--- src/rtl/modular_multiplier_interleaved.sv ---
// Interleaved shift-add modular multiplier: y = (a * b) mod Q.
// One multiplier bit is consumed per cycle, MSB first. The accumulator is
// reduced after every doubling and after every addition, so it stays below Q
// and no double-width product is ever formed.
module modular_multiplier_interleaved #(
    parameter int Q  = 12289,
    parameter int K  = $clog2(Q),
    parameter int CW = $clog2(K) + 1
) (
    input  logic         clk,
    input  logic         rst_n,
    input  logic         in_valid,
    output logic         in_ready,
    input  logic [K-1:0] a,
    input  logic [K-1:0] b,
    output logic         out_valid,
    input  logic         out_ready,
    output logic [K-1:0] y
);

    localparam logic [K:0]    Q_EXT     = Q[K:0];
    localparam logic [K-1:0]  Q_K       = Q[K-1:0];
    localparam logic [CW-1:0] CNT_START = CW'(K - 1);

    typedef enum logic [1:0] {
        IDLE,
        BUSY,
        DONE
    } state_t;

    state_t        state_q, state_d;
    logic [K-1:0]  acc_q, acc_d;
    logic [K-1:0]  a_r_q, a_r_d;
    logic [K-1:0]  b_r_q, b_r_d;
    logic [K-1:0]  y_q, y_d;
    logic [CW-1:0] cnt_q, cnt_d;
    logic          in_ready_q, in_ready_d;
    logic          out_valid_q, out_valid_d;

    logic [K-1:0]  a_red, b_red;
    logic [K:0]    dbl;
    logic [K-1:0]  t1;
    logic [K:0]    t2_sum;
    logic [K-1:0]  t2;
    logic          bit_sel;

    // Operand pre-reduction and one shift-add-reduce step; 2^K < 2Q, so a single
    // conditional subtract brings every intermediate back below Q.
    always_comb begin
        a_red   = ({1'b0, a} >= Q_EXT) ? (a - Q_K) : a;
        b_red   = ({1'b0, b} >= Q_EXT) ? (b - Q_K) : b;
        dbl     = {acc_q, 1'b0};
        t1      = (dbl >= Q_EXT) ? (dbl[K-1:0] - Q_K) : dbl[K-1:0];
        bit_sel = b_r_q[cnt_q[CW-2:0]];
        t2_sum  = {1'b0, t1} + (bit_sel ? {1'b0, a_r_q} : '0);
        t2      = (t2_sum >= Q_EXT) ? (t2_sum[K-1:0] - Q_K) : t2_sum[K-1:0];
    end

    // Next-state logic for the controller and datapath registers.
    always_comb begin
        state_d = state_q;
        acc_d   = acc_q;
        a_r_d   = a_r_q;
        b_r_d   = b_r_q;
        y_d     = y_q;
        cnt_d   = cnt_q;
        case (state_q)
            IDLE: begin
                if (in_valid && in_ready_q) begin
                    a_r_d   = a_red;
                    b_r_d   = b_red;
                    acc_d   = '0;
                    cnt_d   = CNT_START;
                    state_d = BUSY;
                end
            end
            BUSY: begin
                acc_d = t2;
                if (cnt_q == '0) begin
                    y_d     = t2;
                    state_d = DONE;
                end else begin
                    cnt_d = cnt_q - 1'b1;
                end
            end
            DONE: begin
                if (out_valid_q && out_ready) begin
                    state_d = IDLE;
                end
            end
            default: state_d = IDLE;
        endcase
        in_ready_d  = (state_d == IDLE);
        out_valid_d = (state_d == DONE);
    end

    // State and datapath registers; handshake outputs are registered alongside the state.
    always_ff @(posedge clk or negedge rst_n) begin
        if (!rst_n) begin
            state_q     <= IDLE;
            acc_q       <= '0;
            a_r_q       <= '0;
            b_r_q       <= '0;
            y_q         <= '0;
            cnt_q       <= '0;
            in_ready_q  <= 1'b1;
            out_valid_q <= 1'b0;
        end else begin
            state_q     <= state_d;
            acc_q       <= acc_d;
            a_r_q       <= a_r_d;
            b_r_q       <= b_r_d;
            y_q         <= y_d;
            cnt_q       <= cnt_d;
            in_ready_q  <= in_ready_d;
            out_valid_q <= out_valid_d;
        end
    end

    assign in_ready  = in_ready_q;
    assign out_valid = out_valid_q;
    assign y         = y_q;

endmodule
--- config.mk ---
export PLATFORM = sky130hd
export DESIGN_NAME = modular_multiplier_interleaved
export DESIGN_NICKNAME = d
export VERILOG_FILES = /design/src/rtl/modular_multiplier_interleaved.sv
export SDC_FILE = /design/constraint.sdc
export NUM_CORES = 1
export LEC_CHECK = 0
export BUFFER_PORTS_ARGS = -buffer_cell sky130_fd_sc_hd__buf_2
export CAP_MARGIN = 20
export CORE_UTILIZATION = 50
export CTS_BUF_LIST = sky130_fd_sc_hd__clkbuf_8 sky130_fd_sc_hd__clkbuf_16
export DETAILED_ROUTE_END_ITERATION = 6
export GPL_TIMING_DRIVEN = 0
export PLACE_DENSITY = 0.71
export SYNTH_ARGS = -nofsm -noshare
export SYNTH_HDL_FRONTEND = slang
export SYNTH_SLANG_ARGS = --single-unit
--- constraint.sdc ---
create_clock -name clk -period 6.6 [get_ports clk]
set_clock_uncertainty 0.2 [all_clocks]
set_input_delay 0 -clock clk [delete_from_list [all_inputs] [get_ports clk]]
set_output_delay 0 -clock clk [all_outputs]
set_load 0.02 [all_outputs]
==> results list <==
* Final critical-path share of the clock period: 0.9452
- Of the total synthesized cell area, the portion taken by AND, OR, NAND and NOR gates is 0.2616.
* Cell Area, Synth: 4831 sq um
- Length of the first detailed-routing pass in iterations: 5
* Largest area contributor in the netlist: sky130_fd_sc_hd__dfrtp_1
- Post-synth ARST share: 1.000
* Number of H-tree branching levels: 3
- STA puts the critical path data arrival time at 6250 ps.
- Yosys mapped a number of flops with a built-in enable equal to 0.
- I/O pins: 48
- Leading post-synthesis cells by cell area: sky130_fd_sc_hd__dfrtp_1 33%, sky130_fd_sc_hd__nand2_1 6.4%, sky130_fd_sc_hd__ha_1 5.7%, sky130_fd_sc_hd__o21ai_0 5.2%, sky130_fd_sc_hd__xnor2_1 4.9%
* Detailed-route DRC error count: 0
- Fin. Hold Viols: 0
- Summing over every cut layer, the via total after detailed routing is 4708.
* Core Footprint: 9284 sq um
- Share of layout cells above drive strength 1: 0.1294
- Synthesis inferred 65 register bits.
- The detail route stage leaves a number of antenna-violating nets equal to 0.
* Instance count of the mapped netlist: 577
- In this run the worst hold path is classified as in -> async.
- In this run the register-to-register setup slack is 360 ps.
- Area of the die: 10060 sq um
* Reg-to-Reg End: y[13]
- By count the netlist is led by 83 x sky130_fd_sc_hd__nand2_1, 64 x sky130_fd_sc_hd__dfrtp_1, 50 x sky130_fd_sc_hd__o21ai_0.
- Actual slew at the worst max-slew pin: 898.7 ps
* Fraction of the core area covered by cells at the end of the flow: 0.6345
- Vert. Die Dim: 100.3 microns
- The largest individual stage delay along the critical path comes from the cell sky130_fd_sc_hd__xor2_1.
* Final net count: 738
- The area fraction in compound gates after synthesis was 0.1945.
- The tree is rooted in a sky130_fd_sc_hd__clkbuf_8.
- Vias/cell: 5.763
- TritonCTS clock tree: yes
- Counting both buffers and inverters, the worst setup path holds a total of 1.
* Setup slack at placement: 490.2 ps
- STA classifies the critical path startpoint as a flop.
- Compared with the post-synthesis result, the final layout area differs by 21.94%.
- Static timing analysis puts the maximum clock frequency at 0.1603 GHz.
- Worst Reg-to-Reg Cells: 18
- Initial DRC count: 236
- The share of synthesized area in the top cell type comes to 0.3315.
- Drt total wl: 13000 microns
- CTS sink count: 65
- Final setup violation count: 0
- Final slew viol count: 0
- Mapped Avg Cell Area: 8.372 sq um
* Max cap viols: 0
- The floorplan has 35 rows.
- The flow ran to the end, and the final reports show no timing, DRC or antenna violations.
- Input and output buffers added on the ports amount to 47.
* Mapped Nets: 632
* Start-to-end type of the worst setup path: reg -> reg
* Total congestion overflow after global routing: 0
* CP Max Fanout: 8
- First-pass GRT wire length: 21420 microns
- Half-perimeter wire length after detailed placement: 9581 microns
- CTS max path bufs: 2
* Share of synthesized area spent on multiplexers: 0.03341
- In this run the horizontal extent of the chip is 100.3 microns.
* Antenna diode instance count: 0
- Clock transition at path regs: 80 ps
* Worst Hold Margin: 68.11 ps
- Initial Util: 0.5204
- In this run the tightest slew margin relative to its limit is 0.3966.
- Routability-driven placement finished with a final weighted congestion of 0.9071.
- The worst register-to-register path begins at acc_q[4].
- Of the total synthesized cell area, the portion taken by full adders, half adders and majority gates is 0.06112.
- Required time reported for the critical path endpoint: 6610 ps
- Yosys mapped the design onto 65 distinct sky130hd cell types.
* Largest delay share family, worst path: simple AND/OR/NAND/NOR gates
- The number of antenna violations at the first check in global routing came to 0.
* Sum of negative setup slack: 0 ps
- Post-Synth XOR/XNOR Area: 0.07071
* Largest net degree at the start of global routing: 35
- Max stage delay on crit path: 650 ps
- The share of the Yosys chip area taken by registers is 0.3370.
- Global-route total usage across every layer: 0.2731
- STA classifies the critical path endpoint as a flop.
* Most instantiated library cell after synthesis: sky130_fd_sc_hd__nand2_1
- Clock period minus worst slack: 6238 ps
* TritonCTS buffer count: 9
- Vias in the first global route: 4519
- Leading register cell type out of synthesis: sky130_fd_sc_hd__dfrtp_1
- During synthesis, Yosys emitted a total of 0 warnings.
- Clock latency on the worst-skew pair, taken at its later pin, is 350 ps.
- The worst path meets setup with 361.8 ps of slack.
* Routed wire length per instance: 15.91 microns
- The critical path goes through or4_1 > or3_1 > nor3_1 > nand2_1 > o21a_1 > a21o_1 > clkbuf_1 > xnor2_1 > fa_1 > xor2_1 > nand3_1 > nor3_1 > a22oi_1 > a211oi_2 > nand2_1 > o31ai_1 > mux2i_1 > o21ai_0.
- RSZ-0062 raised after global routing: false
* Fill cell instance count of the final layout: 790
* Combinational family with the most area after synthesis: simple AND/OR/NAND/NOR gates
[area by class of cell]
cell class	instances	area [sq um]	share of cell area
clock buffer	10	137.6	0.02336
timing repair buffer	95	725.7	0.1232
inverter	18	67.56	0.01147
clock inverter	6	28.78	0.004885
buffer	27	133.9	0.02273
multi-input combinational	467	3008	0.5106
sequential	65	1628	0.2763
tap	129	161.4	0.02740
[metal layers]
layer,part of all wire,wire [microns],vias to the layer above,global-route usage
met5,0,0,-,0
met4,0.029,371,0,0.1037
met3,0.046,600,30,0.05084
met2,0.50,6491,127,0.4789
met1,0.43,5538,2245,0.3326
li1,-,-,2306,-
[layout by cell type, fill, tap and decap left out, types with 9 or more instances in the layout]
cell	n
sky130_fd_sc_hd__a21o_1	9
sky130_fd_sc_hd__a21oi_1	18
sky130_fd_sc_hd__a31oi_1	12
sky130_fd_sc_hd__and2_1	19
sky130_fd_sc_hd__buf_2	49
sky130_fd_sc_hd__clkbuf_1	21
sky130_fd_sc_hd__clkbuf_8	10
sky130_fd_sc_hd__dfrtp_1	64
sky130_fd_sc_hd__dlygate4sd3_1	46
sky130_fd_sc_hd__ha_1	22
sky130_fd_sc_hd__inv_1	21
sky130_fd_sc_hd__nand2_1	83
sky130_fd_sc_hd__nand3_1	36
sky130_fd_sc_hd__nor2_1	34
sky130_fd_sc_hd__nor3_1	17
sky130_fd_sc_hd__nor4_1	11
sky130_fd_sc_hd__o21ai_0	50
sky130_fd_sc_hd__xnor2_1	27
sky130_fd_sc_hd__xor2_1	12
[what timing repair did]
item | in CTS | in global routing
endpoints found under the hold margin | 64 | 0
setup endpoints to repair | 0 | 3
setup buffers | 0 | 0
hold buffers | 46 | 0
resized for setup | 0 | 2
[sequential cells by signal (all words and copies together) (netlist names)]
name / flops
a_r_q: 14
acc_q: 14
b_r_q: 14
cnt_q: 5
in_ready: 1
out_valid: 1
state_q: 2
y: 14
[metrics by stage]
step                cells  cell area [sq um]
floorplan             577               4831
global placement      753               5228
detailed placement    755               5258
CTS                   817               5884
global route          817               5891
finish                817               5891
[worst max path at each step]
stage	startpoint	end	cells past startpoint
floorplan	acc_q[4]	acc_q[3]	22
global placement	acc_q[4]	acc_q[11]	22
detailed placement	acc_q[4]	acc_q[11]	22
CTS	acc_q[4]	acc_q[11]	22
global route	acc_q[4]	acc_q[13]	18
finish	acc_q[4]	y[13]	18
[kinds of logic (layout without fill, tap and decap cells)]
kind of cell / Yosys count / in the layout
xor+xnor: 39 / 39
fa+ha+maj: 23 / 23
compound gates: 142 / 142
simple gates: 252 / 252
flops: 65 / 65
buf+inv: 45 / 156
mux: 11 / 11
[worst reg2reg max path, cell delays in order, from the launching register on]
cell                       delay [ps]
sky130_fd_sc_hd__dfrtp_1          450
sky130_fd_sc_hd__or4_1            580
sky130_fd_sc_hd__or3_1            380
sky130_fd_sc_hd__nor3_1           240
sky130_fd_sc_hd__nand2_1          110
sky130_fd_sc_hd__o21a_1           200
sky130_fd_sc_hd__a21o_1           180
sky130_fd_sc_hd__clkbuf_1         180
sky130_fd_sc_hd__xnor2_1          210
sky130_fd_sc_hd__fa_1             540
sky130_fd_sc_hd__xor2_1           650
sky130_fd_sc_hd__nand3_1          360
sky130_fd_sc_hd__nor3_1           220
sky130_fd_sc_hd__a22oi_1          210
sky130_fd_sc_hd__a211oi_2         350
sky130_fd_sc_hd__nand2_1          160
sky130_fd_sc_hd__o31ai_1          270
sky130_fd_sc_hd__mux2i_1          480
sky130_fd_sc_hd__o21ai_0          130
Power is not shown: default switching activity piles up to over one toggle a cycle in this logic, so the estimate is an artifact.
